--- src/rtl/regfile_pkg.sv ---
// Shared types and sizing helpers for the multi-port integer register file.
package regfile_pkg;

   typedef enum logic {
      RF_CLEAR = 1'b0,
      RF_RUN   = 1'b1
   } rf_state_t;

   localparam int RF_XLEN  = 32;
   localparam int RF_NREGS = 32;

   // Address width for an n-entry file; never narrower than one bit.
   function automatic int rf_aw(input int n);
      return (n <= 2) ? 1 : $clog2(n);
   endfunction

endpackage

--- src/rtl/regfile_fwd_sel.sv ---
// Read value select for one read port: hardwired zero, then write-first
// forwarding (highest-index write port wins), then the stored value.
module regfile_fwd_sel
   import regfile_pkg::*;
#(
   parameter int XLEN     = RF_XLEN,
   parameter int NREGS    = RF_NREGS,
   parameter int NUM_WR   = 1,
   parameter int ZERO_REG = 1,
   localparam int AW      = rf_aw(NREGS)
) (
   input  logic [AW-1:0]          raddr,
   input  logic [XLEN-1:0]        mem_val,
   input  logic [NUM_WR-1:0]      we,
   input  logic [NUM_WR*AW-1:0]   waddr,
   input  logic [NUM_WR*XLEN-1:0] wdata,
   output logic [XLEN-1:0]        rval
);

   always_comb begin
      rval = mem_val;
      // Ascending scan so a later (higher-index) match overrides earlier ones.
      for (int j = 0; j < NUM_WR; j++) begin
         if (we[j] && (waddr[j*AW +: AW] == raddr))
            rval = wdata[j*XLEN +: XLEN];
      end
      if ((ZERO_REG != 0) && (raddr == '0))
         rval = '0;
   end

endmodule

--- src/rtl/regfile_mp.sv ---
// Multi-port register file with registered reads, same-cycle forwarding and a
// sequenced clear after reset; ready is high once every entry has been zeroed.
module regfile_mp
   import regfile_pkg::*;
#(
   parameter int XLEN     = RF_XLEN,
   parameter int NREGS    = RF_NREGS,
   parameter int NUM_RD   = 2,
   parameter int NUM_WR   = 1,
   parameter int ZERO_REG = 1,
   localparam int AW      = rf_aw(NREGS)
) (
   input  logic                   clk,
   input  logic                   reset,
   input  logic [NUM_RD-1:0]      ren,
   input  logic [NUM_RD*AW-1:0]   raddr,
   output logic [NUM_RD*XLEN-1:0] rdata,
   input  logic [NUM_WR-1:0]      we,
   input  logic [NUM_WR*AW-1:0]   waddr,
   input  logic [NUM_WR*XLEN-1:0] wdata,
   output logic                   ready
);

   localparam logic [AW-1:0] LAST_IDX = AW'(NREGS - 1);

   rf_state_t              state, state_nxt;
   logic [AW-1:0]          clr_idx;
   logic [XLEN-1:0]        mem [NREGS];
   logic [NUM_WR-1:0]      wfwd;
   logic [NUM_WR-1:0]      wkeep;
   logic [NUM_RD*XLEN-1:0] rsel;

   always_ff @(posedge clk) begin
      if (reset) begin
         state   <= RF_CLEAR;
         clr_idx <= '0;
      end else begin
         state   <= state_nxt;
         clr_idx <= (state == RF_CLEAR) ? clr_idx + 1'b1 : '0;
      end
   end

   always_comb begin
      state_nxt = state;
      if ((state == RF_CLEAR) && (clr_idx == LAST_IDX))
         state_nxt = RF_RUN;
   end

   always_comb begin
      ready = (state == RF_RUN);
   end

   // A write port commits only in RUN, outside reset, not to a hardwired x0,
   // and only if no higher-index port targets the same address this cycle.
   always_comb begin
      wfwd  = '0;
      wkeep = '0;
      for (int j = 0; j < NUM_WR; j++) begin
         wfwd[j]  = we[j] && (state == RF_RUN);
         wkeep[j] = wfwd[j] && !reset &&
                    !((ZERO_REG != 0) && (waddr[j*AW +: AW] == '0));
         for (int k = j + 1; k < NUM_WR; k++) begin
            if (we[k] && (waddr[k*AW +: AW] == waddr[j*AW +: AW]))
               wkeep[j] = 1'b0;
         end
      end
   end

   always_ff @(posedge clk) begin
      if (!reset) begin
         if (state == RF_CLEAR) begin
            mem[clr_idx] <= '0;
         end else begin
            for (int j = 0; j < NUM_WR; j++) begin
               if (wkeep[j])
                  mem[waddr[j*AW +: AW]] <= wdata[j*XLEN +: XLEN];
            end
         end
      end
   end

   for (genvar i = 0; i < NUM_RD; i++) begin : g_rd
      regfile_fwd_sel #(
         .XLEN     (XLEN),
         .NREGS    (NREGS),
         .NUM_WR   (NUM_WR),
         .ZERO_REG (ZERO_REG)
      ) u_sel (
         .raddr   (raddr[i*AW +: AW]),
         .mem_val (mem[raddr[i*AW +: AW]]),
         .we      (wfwd),
         .waddr   (waddr),
         .wdata   (wdata),
         .rval    (rsel[i*XLEN +: XLEN])
      );
   end

   always_ff @(posedge clk) begin
      if (reset) begin
         rdata <= '0;
      end else if (state == RF_RUN) begin
         for (int i = 0; i < NUM_RD; i++) begin
            if (ren[i])
               rdata[i*XLEN +: XLEN] <= rsel[i*XLEN +: XLEN];
         end
      end
   end

endmodule

--- config.mk ---
export PLATFORM = sky130hd
export DESIGN_NAME = regfile_mp
export DESIGN_NICKNAME = d
export VERILOG_FILES = /design/src/rtl/regfile_pkg.sv /design/src/rtl/regfile_fwd_sel.sv /design/src/rtl/regfile_mp.sv
export SDC_FILE = /design/constraint.sdc
export NUM_CORES = 1
export LEC_CHECK = 0
export BUFFER_PORTS_ARGS = -buffer_cell sky130_fd_sc_hd__buf_2
export CORE_MARGIN = 3
export CORE_UTILIZATION = 50
export DETAILED_ROUTE_END_ITERATION = 6
export MAX_ROUTING_LAYER = met4
export PLACE_DENSITY = 0.73
export SYNTH_ARGS = -nofsm -noshare
export SYNTH_HDL_FRONTEND = slang
export SYNTH_SLANG_ARGS = --single-unit
--- constraint.sdc ---
create_clock -name clk -period 5.9 [get_ports clk]
set_input_delay 0.59 -clock clk [delete_from_list [all_inputs] [get_ports clk]]
set_output_delay 0.59 -clock clk [all_outputs]
set_load 0.05 [all_outputs]
# After elaboration in Yosys (flattened, before gate mapping)
# Memory sizes are Yosys's and may differ from the RTL's.
# Index checks and enable logic that the tools add are counted.
totals:
  ff_bits: 70
  mem_bits_rw: 1024
  out_inout_bits: 65
  wordCells: 39
  n_memories: 1
mem_list:
  columns: ["memory", "words", "word_bits", "rd", "rd_ports_with_merged_regs", "wr", "line_no", "source"]
  rows:
  - ["mem", 32, 32, 2, 0, 1, "regfile_mp.sv:28", "logic [XLEN-1:0] mem [NREGS];"]
op_classes:
  add_sub_neg: 1
  n_eq_ne: 3
  n_mux: 14
  bitwise_logic: 1
  n_reduce_logical: 15
ops:
  columns: ["op", "count"]
  rows:
  - ["$mux W32", 5]
  - ["$reduce_or A32 Y1", 1]
  - ["$logic_not A5 Y1", 3]
  - ["$eq A5 B5 Y1", 2]
  - ["$mux W1", 8]
  - ["$logic_and A1 B1 Y1", 6]
  - ["$add A5 B1 Y5 const B", 1]
  - ["$eq A5 B5 Y1 const B", 1]
  - ["$mux W5", 1]
  - ["$reduce_and A2 Y1", 2]
  - ["$logic_not A1 Y1", 2]
  - ["$reduce_or A2 Y1", 1]
  - ["$not A1 Y1", 1]

# Depth between registers and ports, before layout
logic_depth:
  ltp_word: 9
  mapped_depth: 10
  ltp_nobuf: 5

# By module
# From an unflattened synthesis, not the netlist that was laid out.
unflattened:
  hier_cells: 3998
  hier_area_um2: 52889.5
modules_own_cells:
  columns: ["mod", "instances", "cells_each", "area_per_inst_um2", "seq_area_each_um2"]
  rows:
  - ["regfile_mp", 1, 3752, 51608.2, 32150.8]
  - ["regfile_fwd_sel", 2, 123, 640.6, 0.0]

# Worst setup path after synthesis
# Ideal clock, no wire load.
synth_timing:
  path_type: "input to register"
  start: "input port reset"
  end: "memory mem[0][0] (netlist name) (enable)"
  setup_ps: 421
  arrival_time_ps: 3253
  required_ps: 5479
  setup_slack_ps: 2226
  stages: 8
  path_cell_list: "clkbuf_1 > and3b_1 > buf_2 > a21boi_0 > clkbuf_1 > o21a_1 > nand2_1 > nor2_1"
synth_via:
  elab_chain_len: 9
synth_rtl:
  columns: ["item", "line_no", "source"]
  rows:
  - ["start, declared", "regfile_mp.sv:14", "input logic reset,"]
  - ["$logic_not A1 Y1", null, null]
  - ["$logic_and A1 B1 Y1 (2 in series)", "regfile_mp.sv:60", "wkeep[j] = wfwd[j] && !reset &&"]
  - ["$mux W1", "regfile_mp.sv:75", "if (wkeep[j])"]
  - ["$mux W1", "regfile_mp.sv:71", "if (state == RF_CLEAR) begin"]
  - ["$mux W1", "regfile_mp.sv:70", "if (!reset) begin"]
  - ["$mux W1 (implied by the code)", "regfile_mp.sv:76", "mem[waddr[j*AW +: AW]] <= wdata[j*XLEN +: XLEN];"]
  - ["$reduce_or A32 Y1 (no line)", null, null]
  - ["$mux W5 (no line) or $mux W1 (tied branches)", null, null]
  - ["end, declared", "regfile_mp.sv:28", null]
# Several ways; a longest one is shown, not always the timed one.

# Worst setup path in the final report
layout_timing:
  start: "register state (netlist: ready)"
  end: "memory mem[31][22] (netlist name) (enable)"
layout_via:
  elab_chain_len: 9
layout_rtl:
  columns: ["item", "line_no", "source"]
  rows:
  - ["start, declared", "regfile_mp.sv:26", "rf_state_t state, state_nxt;"]
  - ["start signal, assigned", "regfile_mp.sv:38", "state <= state_nxt;"]
  - ["$logic_and A1 B1 Y1", "regfile_mp.sv:59", "wfwd[j] = we[j] && (state == RF_RUN);"]
  - ["$logic_and A1 B1 Y1 (2 in series)", "regfile_mp.sv:60", null]
  - ["$mux W1", "regfile_mp.sv:75", null]
  - ["$mux W1", "regfile_mp.sv:71", null]
  - ["$mux W1", "regfile_mp.sv:70", null]
  - ["$mux W1 (implied by the code)", "regfile_mp.sv:76", null]
  - ["$reduce_or A32 Y1 (no line)", null, null]
  - ["$mux W5 (no line) or $mux W1 (tied branches)", null, null]
# Several ways; a longest one is shown, not always the timed one.

==> flow_summary.json <==
{
  "setup_viol": 0,
  "hold_buffers": 0,
  "gr-total-overflow": 0,
  "timing.final.crit_share": 0.6995,
  "grt_pass1_wl_um": 246700,
  "power_mw": 16.79,
  "vias": 34050,
  "path_cells": "and3b_1 > a21boi_4 > a31oi_2 > nor2_4 > buf_4",
  "design_area_um2": 57540,
  "required_ns": 6.26,
  "first_pass_iters": 6,
  "synthCells": 3178,
  "via_per_inst": 7.209,
  "gp_congestion": 0.9478,
  "max_cap_violations": 0,
  "outcome": "complete, no violations",
  "wl_per_cell_um": 36.98,
  "synth_area_leader_cell": "edfxtp_1",
  "grt_usage": 0.3328,
  "root_buffer": "clkbuf_16",
  "critPathSlowestCell": "nor2_4",
  "hold_viol": 0,
  "clk_latency_ns": 0.71,
  "core_um2": 102000,
  "post_dp_cell_area_um2": 53800,
  "p_seq_frac": 0.502,
  "drc": 0,
  "pwr-share-comb": 0.066,
  "crit_type": "flop to flop",
  "synthTopCellsByArea": "edfxtp_1 60%, mux4_2 12%, mux2i_1 7.0%, mux2_2 3.4%, o22ai_1 3.2%",
  "grt_pass1_vias": 32886,
  "internal_power_mw": 12.98,
  "critPathTopFamily": "simple AND/OR/NAND/NOR gates",
  "worstReg2RegStart": "ready",
  "post_cts_buffers": 0,
  "start_kind": "flop",
  "slew_violations": 0,
  "synthTopCellsByCount": "1024 x edfxtp_1, 362 x mux2i_1, 284 x mux4_2, 262 x o22ai_1, 157 x mux2_2",
  "fin_nets": 3306,
  "period_needed_ns": 4.127,
  "cts_tree": "yes",
  "crit_path_end_kind": "flop",
  "clk_pin_slew_ns": 0.07,
  "final.setup.tns_ns": 0,
  "drtIter0Drc": 5592,
  "io_pins": 117,
  "ys_warn_count": 0,
  "slew-limit-headroom": 0.07458,
  "synth_mux_area_frac": 0.2289,
  "ys_seq_area_frac": 0.6243,
  "p_clk_frac": 0.432,
  "netSwitchingPower_mw": 3.804,
  "ant_nets": 0,
  "numClockSinks": 1094,
  "worstPathArrival_ns": 4.49,
  "start_util": 0.5047,
  "nFillCells": 7723,
  "fin_skew_ns": 0.02862,
  "rsz0062_at_grt": "false",
  "cp.buffers_inverters": 1,
  "syn_to_final_growth_pct": 11.73,
  "ys_types": 58,
  "dieArea_um2": 106900,
  "rr_worst_depth": 5,
  "cts_resized": 0,
  "synth.avg_cell_area_um2": 16.20,
  "cts_buffers": 109,
  "port-buffer-count": 116,
  "die_y_um": 326.9,
  "critPathMaxFanout": 17,
  "rrSetupSlack_ns": 1.77,
  "synth_most_common_cell": "edfxtp_1",
  "min_path_type": "primary input to flop",
  "wl_um": 174700,
  "worstMarginPinSlew_ns": 1.375,
  "synthArstFlopShare": 0,
  "critPathLaunch": "ready",
  "cp.depth": 5,
  "die_x_um": 326.9,
  "rows": 117,
  "netlist_area_um2": 51500,
  "timing.rr.end": "mem[31][22]",
  "antenna_found_initial": 6,
  "synth-simple-area-share": 0.04327,
  "clockBufferDepth": 3,
  "p_leak_nw": 20.94,
  "synth_edf_count": 1024,
  "max_freq_ghz": 0.2423,
  "synthXorXnorAreaFrac": 0.002041,
  "cts_htree_levels": 3,
  "synth-seq-cells": 1094,
  "post-synth-top-area-fraction": 0.5971,
  "synth_fp_nets": 3232,
  "switching_share": 0.2266,
  "vdd_drop_max_v": 0.0002660,
  "synth-main-ff-cell": "edfxtp_1",
  "synth_compound_area_frac": 0.07653,
  "drive_gt1_frac": 0.2740,
  "synth_top_family_by_area": "multiplexers",
  "synthAdderAreaFrac": 0.0004859,
  "cp_slowest_stage_delay_ns": 1.01,
  "dpl.hpwl_um": 110600,
  "grt_start_max_net_pins": 110,
  "endpoint": "mem[31][22]",
  "power_density_nw_per_um2": 291.7
}
## power groups by stage
stage	sequential, mW	clock [mW]	combinational, mW
floorplan	8.58	0	0.692
global placement	8.59	0	1.06
detailed placement	8.59	0	1.06
CTS	8.42	7.27	1.07
global route	8.42	7.59	1.12
finish	8.43	7.26	1.10
## how the worst min path moves through the flow
stage                           from          to  slack [ns]  cells after the start
after global placement     rdata[33]   rdata[33]        0.47                      1
after floorplan           clr_idx[0]  clr_idx[0]        0.50                      1
final                      wdata[25]   rdata[57]        0.16                      3
after detailed placement   rdata[62]   rdata[62]        0.47                      1
after CTS                  wdata[25]   rdata[57]        0.12                      3
after global routing       wdata[30]   rdata[62]        0.17                      2
## logic make-up (layout without fill, tap and decap cells)
kind of cell,count (synthesis),after routing
AO/OA/AOI/OAI,592,592
multiplexers,803,803
other,0,8
buffers and inverters,257,426
adder cells (fa/ha/maj),2,2
XOR/XNOR,12,12
AND/OR/NAND/NOR,418,418
flip-flops,1094,1094
## cell type report
class / instances / area (um^2) / area share
flip-flops and latches: 1094 / 32150 / 0.5587
multi-input cells: 1827 / 18430 / 0.3203
clock buffers: 149 / 3030 / 0.05266
well taps: 1368 / 1712 / 0.02975
repair buffers: 218 / 1498 / 0.02603
clock inverters: 57 / 690.7 / 0.01200
diodes: 8 / 20.02 / 0.0003479
inverters: 2 / 7.507 / 0.0001305
## registers in the layout, indices dropped and copies added, names as in the netlist
signal   count
rdata       64
mem       1024
clr_idx      5
ready        1
## per-stage QoR
| stage | hold slack (ns) | util | cells | worst slack (ns) |
|---|---|---|---|---|
| floorplan | 0.4997 | - | 3178 | 2.226 |
| global placement | 0.4720 | 0.5273 | 4509 | 1.834 |
| detailed placement | 0.4684 | 0.5273 | 4509 | 1.776 |
| CTS | 0.1239 | 0.5637 | 4715 | 1.945 |
| global route | 0.1663 | 0.5638 | 4718 | 1.754 |
| finish | 0.1602 | 0.5639 | 4723 | 1.773 |
## layer usage
metal  routed length (um)  part of all wire  global-route usage
met1                60690              0.35              0.4367
met2                77150              0.44              0.4793
met3                25580              0.15             0.09005
met4                11250             0.064              0.1707
met5                    0                 0                   -
## cell usage in the layout (no fill, tap or decap), types with 14 or more instances in the layout
cell type  Yosys  routed
edfxtp_1    1024    1024
mux2i_1      362     362
mux4_2       284     284
o22ai_1      262     262
mux2_2       157     157
clkbuf_16      0     111
buf_2         80     111
o21ai_0      104     104
buf_4         20      94
nor2_1       111      79
dfxtp_1       70      70
nand2_1       55      53
nor3_1        43      42
o31ai_1       39      39
nand3b_1      37      37
or2_2         36      36
and2_1        36      35
nor2b_1       34      34
nor2_4         0      32
a2111oi_0     32      30
o2bb2ai_1     30      30
nor4_1        29      29
clkbuf_1     114      27
clkinv_2       0      16
o21bai_1      14      14
## worst register-to-register path: cells and delay by family, from the launching register on
| family | cells | cell delay (ns) |
|---|---|---|
| buf+inv | 1 | 0.48 |
| flops | 1 | 0.60 |
| simple gates | 2 | 1.46 |
| compound gates | 2 | 1.22 |
No activity file was read; power rests on OpenSTA's default activity.
